===== src/rtl/sgd_pkg.sv =====
// Shared constants for the SGD training scheduler: row geometry, weight row
// location and the scheduler state encoding.
package sgd_pkg;

  localparam int unsigned MAX_FEATURES    = 15;
  localparam int unsigned FEAT_LEN        = 16;
  // One RAM row holds MAX_FEATURES features plus the label/bias slot.
  localparam int unsigned SGD_DATA_WIDTH  = FEAT_LEN * (MAX_FEATURES + 1);
  localparam int unsigned WEIGHT_ROW_ADDR = 0;

  typedef enum logic [3:0] {
    ST_IDLE   = 4'd0,
    ST_WREQ   = 4'd1,
    ST_WCAP   = 4'd2,
    ST_WXFER  = 4'd3,
    ST_RREQ   = 4'd4,
    ST_RCAP   = 4'd5,
    ST_RXFER  = 4'd6,
    ST_PAUSED = 4'd7,
    ST_DONE   = 4'd8
  } sched_state_e;

endpackage


===== src/rtl/sgd_ram_mux.sv =====
// Single-port dataset RAM arbiter: passes the host write port through when
// the host owns the RAM, otherwise drives the scheduler read address.
//   host_own_i    : 1 = host owns the RAM port
//   h_we_i/h_addr_i/h_wdata_i : host write port
//   sched_addr_i  : scheduler read address
//   ram_*_o       : RAM port
//   h_busy_o      : host writes are being dropped
module sgd_ram_mux
  import sgd_pkg::*;
#(
  parameter int unsigned ADDR_WIDTH = 12,
  parameter int unsigned DATA_WIDTH = SGD_DATA_WIDTH
) (
  input  logic                  host_own_i,
  input  logic                  h_we_i,
  input  logic [ADDR_WIDTH-1:0] h_addr_i,
  input  logic [DATA_WIDTH-1:0] h_wdata_i,
  input  logic [ADDR_WIDTH-1:0] sched_addr_i,
  output logic                  ram_we_o,
  output logic [ADDR_WIDTH-1:0] ram_addr_o,
  output logic [DATA_WIDTH-1:0] ram_wdata_o,
  output logic                  h_busy_o
);

  always_comb begin
    ram_we_o    = 1'b0;
    ram_addr_o  = sched_addr_i;
    ram_wdata_o = '0;
    h_busy_o    = 1'b1;
    if (host_own_i) begin
      ram_we_o    = h_we_i;
      ram_addr_o  = h_addr_i;
      ram_wdata_o = h_wdata_i;
      h_busy_o    = 1'b0;
    end
  end

endmodule


===== src/rtl/sgd_train_sched.sv =====
// Training scheduler: streams the weight row then cfg_epoch passes over data
// rows 1..cfg_dp from the shared dataset RAM to the SGD engine over a
// valid/ready handshake, with pause at row boundaries and abort.
//   CLK, RST (sync, active-high)
//   start/pause/abort, cfg_dp/cfg_epoch : run control
//   h_we/h_addr/h_wdata, h_busy         : host load port
//   ram_*                               : dataset RAM port (1-cycle read)
//   dp_valid/dp_data/dp_wload/dp_last, dp_ready : engine stream
//   epoch_cnt/dp_cnt/busy/done          : progress and status
module sgd_train_sched
  import sgd_pkg::*;
#(
  parameter int unsigned ADDR_WIDTH  = 12,
  parameter int unsigned DATA_WIDTH  = SGD_DATA_WIDTH,
  parameter int unsigned EPOCH_WIDTH = 8
) (
  input  logic                   CLK,
  input  logic                   RST,
  input  logic                   start,
  input  logic                   pause,
  input  logic                   abort,
  input  logic [ADDR_WIDTH-1:0]  cfg_dp,
  input  logic [EPOCH_WIDTH-1:0] cfg_epoch,
  input  logic                   h_we,
  input  logic [ADDR_WIDTH-1:0]  h_addr,
  input  logic [DATA_WIDTH-1:0]  h_wdata,
  output logic                   h_busy,
  output logic [ADDR_WIDTH-1:0]  ram_addr,
  output logic                   ram_we,
  output logic [DATA_WIDTH-1:0]  ram_wdata,
  input  logic [DATA_WIDTH-1:0]  ram_rdata,
  output logic                   dp_valid,
  output logic [DATA_WIDTH-1:0]  dp_data,
  output logic                   dp_wload,
  output logic                   dp_last,
  input  logic                   dp_ready,
  output logic [EPOCH_WIDTH-1:0] epoch_cnt,
  output logic [ADDR_WIDTH-1:0]  dp_cnt,
  output logic                   busy,
  output logic                   done
);

  sched_state_e            state_q, state_d;
  logic [ADDR_WIDTH-1:0]   cfg_dp_q, cfg_dp_d;
  logic [EPOCH_WIDTH-1:0]  cfg_epoch_q, cfg_epoch_d;
  logic [ADDR_WIDTH-1:0]   dp_cnt_q, dp_cnt_d;
  logic [EPOCH_WIDTH-1:0]  epoch_cnt_q, epoch_cnt_d;
  logic [EPOCH_WIDTH-1:0]  epoch_inc;
  logic [EPOCH_WIDTH-1:0]  last_epoch_inc;
  logic [DATA_WIDTH-1:0]   dp_data_q, dp_data_d;
  logic                    dp_valid_q, dp_valid_d;
  logic                    dp_wload_q, dp_wload_d;
  logic                    dp_last_q, dp_last_d;
  logic                    busy_q, busy_d;
  logic                    done_q, done_d;
  logic [ADDR_WIDTH-1:0]   sched_addr;
  logic                    host_own;

  // State and datapath registers.
  always_ff @(posedge CLK) begin
    if (RST) begin
      state_q     <= ST_IDLE;
      cfg_dp_q    <= '0;
      cfg_epoch_q <= '0;
      dp_cnt_q    <= '0;
      epoch_cnt_q <= '0;
      dp_data_q   <= '0;
      dp_valid_q  <= 1'b0;
      dp_wload_q  <= 1'b0;
      dp_last_q   <= 1'b0;
      busy_q      <= 1'b0;
      done_q      <= 1'b0;
    end else begin
      state_q     <= state_d;
      cfg_dp_q    <= cfg_dp_d;
      cfg_epoch_q <= cfg_epoch_d;
      dp_cnt_q    <= dp_cnt_d;
      epoch_cnt_q <= epoch_cnt_d;
      dp_data_q   <= dp_data_d;
      dp_valid_q  <= dp_valid_d;
      dp_wload_q  <= dp_wload_d;
      dp_last_q   <= dp_last_d;
      busy_q      <= busy_d;
      done_q      <= done_d;
    end
  end

  // Next-state, counter advance and registered stream flags.
  always_comb begin
    state_d        = state_q;
    cfg_dp_d       = cfg_dp_q;
    cfg_epoch_d    = cfg_epoch_q;
    dp_cnt_d       = dp_cnt_q;
    epoch_cnt_d    = epoch_cnt_q;
    dp_data_d      = dp_data_q;
    sched_addr     = ADDR_WIDTH'(WEIGHT_ROW_ADDR);
    epoch_inc      = epoch_cnt_q + EPOCH_WIDTH'(1);

    unique case (state_q)
      ST_IDLE, ST_DONE: begin
        if (start) begin
          cfg_dp_d    = cfg_dp;
          cfg_epoch_d = cfg_epoch;
          dp_cnt_d    = '0;
          epoch_cnt_d = '0;
          state_d     = ((cfg_dp == '0) || (cfg_epoch == '0)) ? ST_DONE : ST_WREQ;
        end
      end
      ST_WREQ: begin
        sched_addr = ADDR_WIDTH'(WEIGHT_ROW_ADDR);
        state_d    = ST_WCAP;
      end
      ST_WCAP: begin
        dp_data_d = ram_rdata;
        state_d   = ST_WXFER;
      end
      ST_WXFER: begin
        if (dp_ready) begin
          dp_cnt_d = ADDR_WIDTH'(1);
          state_d  = pause ? ST_PAUSED : ST_RREQ;
        end
      end
      ST_RREQ: begin
        sched_addr = dp_cnt_q;
        state_d    = ST_RCAP;
      end
      ST_RCAP: begin
        sched_addr = dp_cnt_q;
        dp_data_d  = ram_rdata;
        state_d    = ST_RXFER;
      end
      ST_RXFER: begin
        if (dp_ready) begin
          if (dp_cnt_q == cfg_dp_q) begin
            dp_cnt_d    = ADDR_WIDTH'(1);
            epoch_cnt_d = epoch_inc;
            // Completion beats a pending pause on the final row.
            if (epoch_inc == cfg_epoch_q) begin
              state_d = ST_DONE;
            end else begin
              state_d = pause ? ST_PAUSED : ST_RREQ;
            end
          end else begin
            dp_cnt_d = dp_cnt_q + ADDR_WIDTH'(1);
            state_d  = pause ? ST_PAUSED : ST_RREQ;
          end
        end
      end
      ST_PAUSED: begin
        if (!pause) begin
          state_d = ST_RREQ;
        end
      end
      default: begin
        state_d = ST_IDLE;
      end
    endcase

    // Abort freezes counters for inspection and drops the stream.
    if (abort) begin
      state_d     = ST_IDLE;
      cfg_dp_d    = cfg_dp_q;
      cfg_epoch_d = cfg_epoch_q;
      dp_cnt_d    = dp_cnt_q;
      epoch_cnt_d = epoch_cnt_q;
    end

    last_epoch_inc = epoch_cnt_d + EPOCH_WIDTH'(1);
    dp_valid_d     = (state_d == ST_WXFER) || (state_d == ST_RXFER);
    dp_wload_d     = (state_d == ST_WXFER);
    dp_last_d      = (state_d == ST_RXFER) && (dp_cnt_d == cfg_dp_d) &&
                     (last_epoch_inc == cfg_epoch_d);
    busy_d         = (state_d != ST_IDLE) && (state_d != ST_DONE);
    done_d         = (state_d == ST_DONE);
  end

  assign host_own = (state_q == ST_IDLE) || (state_q == ST_DONE) || (state_q == ST_PAUSED);

  sgd_ram_mux #(
    .ADDR_WIDTH (ADDR_WIDTH),
    .DATA_WIDTH (DATA_WIDTH)
  ) u_ram_mux (
    .host_own_i   (host_own),
    .h_we_i       (h_we),
    .h_addr_i     (h_addr),
    .h_wdata_i    (h_wdata),
    .sched_addr_i (sched_addr),
    .ram_we_o     (ram_we),
    .ram_addr_o   (ram_addr),
    .ram_wdata_o  (ram_wdata),
    .h_busy_o     (h_busy)
  );

  assign dp_valid  = dp_valid_q;
  assign dp_data   = dp_data_q;
  assign dp_wload  = dp_wload_q;
  assign dp_last   = dp_last_q;
  assign epoch_cnt = epoch_cnt_q;
  assign dp_cnt    = dp_cnt_q;
  assign busy      = busy_q;
  assign done      = done_q;

endmodule


===== config.mk =====
export PLATFORM = sky130hd
export DESIGN_NAME = sgd_train_sched
export DESIGN_NICKNAME = d
export VERILOG_FILES = /design/src/rtl/sgd_pkg.sv /design/src/rtl/sgd_ram_mux.sv /design/src/rtl/sgd_train_sched.sv
export SDC_FILE = /design/constraint.sdc
export NUM_CORES = 1
export LEC_CHECK = 0
export CAP_MARGIN = 10
export CORE_AREA = 2 2 429 431
export CTS_CLUSTER_DIAMETER = 30
export DETAILED_ROUTE_END_ITERATION = 8
export DIE_AREA = 0 0 431 433
export REMOVE_ABC_BUFFERS = 1
export SETUP_SLACK_MARGIN = 0.3
export SYNTH_ARGS = -nofsm -noshare
export SYNTH_HDL_FRONTEND = slang
export SYNTH_SLANG_ARGS = --single-unit

===== constraint.sdc =====
create_clock -name CLK -period 6.5 [get_ports CLK]
set_input_delay 1.3 -clock CLK [delete_from_list [all_inputs] [get_ports CLK]]
set_output_delay 1.3 -clock CLK [all_outputs]
set_load 0.05 [all_outputs]

== Word-level counts from Yosys, hierarchy flattened ==
Cells that the tools add are included.

* Word-level logic and storage cells: 76
* Flip-flop bits (word level): 305
* Bits of input ports: 551
* Output and inout port bits: 551

* Add/sub/neg operators: 3
* Multiplexer cells: 32
* Equal/unequal tests: 16
* Reductions and logical operators: 14

{| class="wikitable"
|+ Operators by type and width
! operator !! count
|-
| 256-bit two-way mux || 1
|-
| 12-bit two-way mux || 10
|-
| 8-bit two-way mux || 7
|-
| 12-bit one-hot mux with 3 select lines || 1
|-
| 4-bit two-way mux || 8
|-
| 4-bit one-hot mux with 8 select lines || 1
|-
| 12-bit equality test || 2
|-
| 4-bit by 3-bit equality test with 1-bit output (second input constant) || 5
|-
| 8-bit by 1-bit adder with 8-bit output (second input constant) || 2
|-
| 8-bit equality test || 2
|-
| 8-bit one-hot mux with 2 select lines || 1
|-
| 12-bit by 1-bit adder with 12-bit output (second input constant) || 1
|-
| 4-bit by 2-bit equality test with 1-bit output (second input constant) || 3
|-
| 12-bit logical NOT || 1
|-
| 4-bit equality test (second input constant) || 2
|-
| 8-bit logical NOT || 1
|-
| 2-bit OR reduction || 3
|-
| 4-bit by 1-bit equality test with 1-bit output (second input constant) || 1
|-
| 4-bit logical NOT || 1
|-
| 1-bit logical OR || 4
|-
| 4-bit inequality test (second input constant) || 1
|-
| 4-bit nonzero test || 1
|-
| 1-bit logical AND || 3
|-
| 1-bit two-way mux || 2
|-
| 2-bit two-way mux || 1
|}

== Logic depth before layout (Yosys ltp) ==
* Depth in word-level cells: 10
* Gate-level depth with buffers: 17
* Gate-level depth less buffers: 16

== Cells and area by module ==
A second synthesis with hierarchy kept.

* Cells, all modules: 1873
* Area, all modules: 14546.5 um^2

{| class="wikitable"
|+ Modules (own cells, without submodules)
! module !! cells an instance !! area each (um^2) !! times used !! sequential area each (um^2)
|-
| sgd_train_sched || 1573 || 12448.2 || 1 || 6105.9
|-
| sgd_ram_mux || 300 || 2098.3 || 1 || 0.0
|}

== Least setup slack after synthesis ==
No wires, ideal clock.

* Kind: input-to-reg
* From: input port dp_ready
* To: register dp_last_q, in the netlist dp_last
* Setup slack: 2.165 ns
* Buffers on the path: 2
* Stages on the path: 16
* Setup time: 0.078 ns
* Arrival: 4.257 ns
* Required time: 6.422 ns
* Cell sequence: clkbuf_1 -> nor2b_1 -> nand2_1 -> or4_1 -> buf_2 -> o21ai_0 -> ha_1 -> nand2_1 -> nor3_1 -> a21o_1 -> o2111ai_1 -> a21o_1 -> or3_1 -> o21ai_1 -> nand4_1 -> nor3_1

* Longest elaborated chain between the ends: 6
* Elaborated cells between the ends (all ways): 17
* Classes of those cells: 1 x add/sub; 3 x eq/ne; 11 x mux; 2 x reduce/logical

{| class="wikitable"
|+ RTL lines
! element !! RTL line !! source
|-
| start, declared || sgd_train_sched.sv:36 || <nowiki>input logic dp_ready,</nowiki>
|-
| 8-bit two-way mux || sgd_train_sched.sv:133 || <nowiki>if (dp_ready) begin</nowiki>
|-
| 8-bit one-hot mux with 2 select lines || sgd_train_sched.sv:99 || <nowiki>unique case (state_q)</nowiki>
|-
| 8-bit two-way mux || sgd_train_sched.sv:160 || <nowiki>if (abort) begin</nowiki>
|-
| via epoch_cnt_d[1] || sgd_train_sched.sv:47 || <nowiki>logic [EPOCH_WIDTH-1:0] epoch_cnt_q, epoch_cnt_d;</nowiki>
|-
| 8-bit by 1-bit adder with 8-bit output || sgd_train_sched.sv:168 || <nowiki>last_epoch_inc = epoch_cnt_d + EPOCH_WIDTH'(1);</nowiki>
|-
| 8-bit equality test || sgd_train_sched.sv:172 || <nowiki>(last_epoch_inc == cfg_epoch_d);</nowiki>
|-
| 1-bit logical AND || sgd_train_sched.sv:171 || <nowiki>dp_last_d = (state_d == ST_RXFER) && (dp_cnt_d == cfg_dp_d) &&</nowiki>
|-
| end signal, assigned || sgd_train_sched.sv:82 || <nowiki>dp_last_q <= dp_last_d;</nowiki>
|-
| end, declared || sgd_train_sched.sv:53 || <nowiki>logic dp_last_q, dp_last_d;</nowiki>
|}

The timed path passes the listed nets, and every way through them passes these cells.
A chain may end at the register's enable or synchronous reset.

== Worst setup path after layout ==
* From: register state_q[3]
* To: output port ram_wdata[89]

* Longest elaborated chain between the ends: 4
* Elaborated cells between the ends (all ways): 6
* Classes of those cells: 2 x eq/ne; 1 x mux; 3 x reduce/logical

{| class="wikitable"
|+ RTL lines
! element !! RTL line !! source
|-
| start, declared || sgd_train_sched.sv:43 || <nowiki>sched_state_e state_q, state_d;</nowiki>
|-
| start signal, assigned || sgd_train_sched.sv:74 || <nowiki>state_q <= state_d;</nowiki>
|-
| 4-bit equality test / 4-bit logical NOT (equally long branches) || sgd_train_sched.sv:177 || <nowiki>assign host_own = (state_q == ST_IDLE) || (state_q == ST_DONE) || (state_q == ST_PAUSED);</nowiki>
|-
| 1-bit logical OR || sgd_train_sched.sv:177 ||
|-
| 1-bit logical OR (*) || sgd_train_sched.sv:177 ||
|-
| 256-bit two-way mux (*) || sgd_ram_mux.sv:30 || <nowiki>if (host_own_i) begin</nowiki>
|-
| end, declared || sgd_train_sched.sv:30 || <nowiki>output logic [DATA_WIDTH-1:0] ram_wdata,</nowiki>
|}

Mark *: on every way between the ends. The rest lies on a longest branch, timed or not.

==> flow_summary.ini <==
[status]
outcome = completed

[power_and_ir_drop]
vdd_drop_max_mv = 0.222
leakage_nw = 10.8
p_per_area_mw_per_mm2 = 293

[worst_setup_path]
cp.arrival_ps = 4350
cp_max_fo = 136
critical_path_class = flip-flop to output port
required_ps = 5200
cp-start-kind = flip-flop
endpoint_kind = output port

[synth]
yosysMostFrequentCell = nand2_1
yosys.area.top_type_share_pct = 43.5
synth_seq_cells = 305
ys_seq_area_share_pct = 43.5
synth_top_family_by_area = simple AND/OR/NAND/NOR gates
synth_cell_types = 62
synth_area_leaders = dfxtp_1, nand2_1, nor2b_1
synth-simple-area-share_pct = 33.0
netlist_area_sq_mm = 0.0140
synth_fa_ha_area_share_pct = 0.267
yosys.area.top_type = dfxtp_1
synth_xor_area_share_pct = 2.56
synth-main-ff-cell = dfxtp_1
async_reset_ff_share_pct = 0
synth-compound-area-share_pct = 15.1
synth_edf_count = 0
synth_common_cells = nand2_1, dfxtp_1, a21oi_1
synth.avg_cell_area_sq_um = 7.47
synthMuxAreaShare_pct = 1.52
synth_warnings = 0
synth_cells = 1879

[place]
dp_hpwl_mm = 160
gp_congestion = 1.30
placed_area_sq_mm = 0.0277
portBuffers = 1101
place_inst = 5236

[clocking]
cts_buffers = 109
clockBufferDepth = 3
postCtsSetupRepairBufs = 0
ctsHoldBuffers = 0
clk_pin_slew_worst_paths_ps = 40
post_cts_resized = 0
insertion_delay_ps = 710
cts.htree.levels = 3
cts_tree = built
cts-root-buf = clkbuf_16
cts_sinks = 305

[run]
maxCapViolations = 0

[global_routing]
first_global_vias = 18200
grt_pass1_wl_mm = 221
grt_overflow = 0
antenna_found_initial = 146
grt_max_degree = 181
grtUsageTotal_pct = 18.7

[timing]
rsz0062_at_grt = no
min_period_ps = 5650
worst_pin_slew_ps = 1310
post-route-period-util_pct = 86.9
fin_tns_setup_ps = 0
timing.hold.ws_ps = 449
slew_headroom_pct = 12.9
report.final.slew_viol_count = 0
clock.fmax_mhz = 177
clock-skew-final_ps = 31.1
setup_viol = 0
hold_viol = 0

[final_layout]
nets = 3516
final_area_sq_mm = 0.0317
synthToLayoutAreaGrowth_pct = 126
instances_no_fill = 5477
drive_gt1_share_pct = 7.17

[floorplanning]
fp.dieH_um = 433
rows = 157
start_util_pct = 7.71
die_x_um = 431
pin_count = 1102
dieArea_sq_mm = 0.187
core_sq_mm = 0.182

[route]
wirelength_mm = 182
ant_nets = 0
post_drt_wl_per_cell_um = 33.2
dr_total_vias = 19200
drc_errors = 0
drtIter0Drc = 1383
vias_per_cell = 3.51
drt-pass1-iter-count = 7

[min_path]
min_path_type = flip-flop to flip-flop
[per-stage QoR]
stage | util (%) | power, mW | worst slack (ps)
final | 17.4 | 9.29 | 854
after global routing | 17.4 | 9.55 | 593
after detailed placement | 15.2 | 3.75 | 1220
after CTS | 17.4 | 9.41 | 759
after floorplan | - | 2.76 | -3850
after global placement | 15.2 | 3.75 | 1060
[layer usage]
| layer | vias to the layer above | part of all wire, % | global-route usage [%] |
|---|---|---|---|
| met3 | 355 | 10 | 8.22 |
| met4 | 80 | 3.0 | 5.80 |
| met1 | 9209 | 34 | 19.1 |
| li1 | 8460 | - | - |
| met5 | - | 0.51 | 0.989 |
| met2 | 1142 | 52 | 34.1 |
[cell usage in the layout, fill, tap and decap left out, types with 4 or more instances in the layout]
| master | n |
|---|---|
| diode_2 | 36 |
| and2_1 | 6 |
| a21boi_0 | 4 |
| clkbuf_8 | 20 |
| nand2_1 | 554 |
| a211oi_1 | 4 |
| a22o_1 | 16 |
| clkbuf_1 | 20 |
| a31oi_1 | 8 |
| xor2_1 | 23 |
| buf_4 | 11 |
| clkdlybuf4s50_1 | 1100 |
| clkbuf_16 | 109 |
| and3b_1 | 4 |
| or3_1 | 5 |
| a31o_2 | 5 |
| nor4_1 | 15 |
| and3_1 | 9 |
| buf_12 | 4 |
| nand3_1 | 19 |
| o21ai_0 | 21 |
| or4_1 | 4 |
| inv_1 | 7 |
| mux2i_1 | 18 |
| clkinv_2 | 25 |
| bufinv_16 | 18 |
| a21oi_1 | 288 |
| dfxtp_1 | 305 |
| clkinvlp_4 | 6 |
| nor2_1 | 54 |
| xnor2_1 | 18 |
| nor2b_1 | 264 |
| nor3_1 | 13 |
| nand4_1 | 13 |
| a21o_1 | 4 |
[power breakdown]
part	switching [mW]	total [mW]	internal, mW
sequential	0.0217	1.93	1.91
clock	1.59	5.57	3.98
combinational	1.14	1.79	0.649
[sequential cells by signal, summed over array words and instances, names as in the netlist]
signal	count
dp_wload	1
busy	1
dp_valid	1
state_q	4
dp_data	256
done	1
dp_last	1
cfg_epoch_q	8
dp_cnt	12
cfg_dp_q	12
epoch_cnt	8
[layout make-up]
cell class / count / area (sq um)
fillers: 20400 / 150000
clock inverters: 56 / 845
inverters: 8 / 37.5
clock buffers: 149 / 3080
flip-flops and latches: 305 / 6110
multi-input cells: 1422 / 7380
repair buffers: 1116 / 11200
diodes: 36 / 90.1
well taps: 2385 / 2980
[kinds of logic (layout without fill, tap and decap cells)]
| family | after synthesis | after routing |
|---|---|---|
| multiplexers | 20 | 20 |
| AO/OA/AOI/OAI | 380 | 380 |
| flip-flops | 305 | 305 |
| XOR/XNOR | 41 | 41 |
| AND/OR/NAND/NOR | 978 | 978 |
| buffers and inverters | 152 | 1329 |
| adder cells (fa/ha/maj) | 3 | 3 |
| other | 0 | 36 |
[worst paths after layout]
kind | from | depth (start not counted) | to | slack [ps]
setup reg to reg | dp_cnt[8] | 14 | dp_last | 2020
hold / removal | dp_data[166] | 2 | dp_data[166] | 450
setup / recovery | state_q[3] | 7 | ram_wdata[89] | 850
hold reg to reg | dp_data[166] | 2 | dp_data[166] | 450
[worst max-delay path: stages, from the launching register on]
cell and delay [ps]:
dfxtp_1 660, and3b_1 270, nand2_1 70, nand2_1 420, inv_8 820, buf_12 410
nor2b_1 120, clkdlybuf4s50_1 730
(Power assumes the default switching activity.)
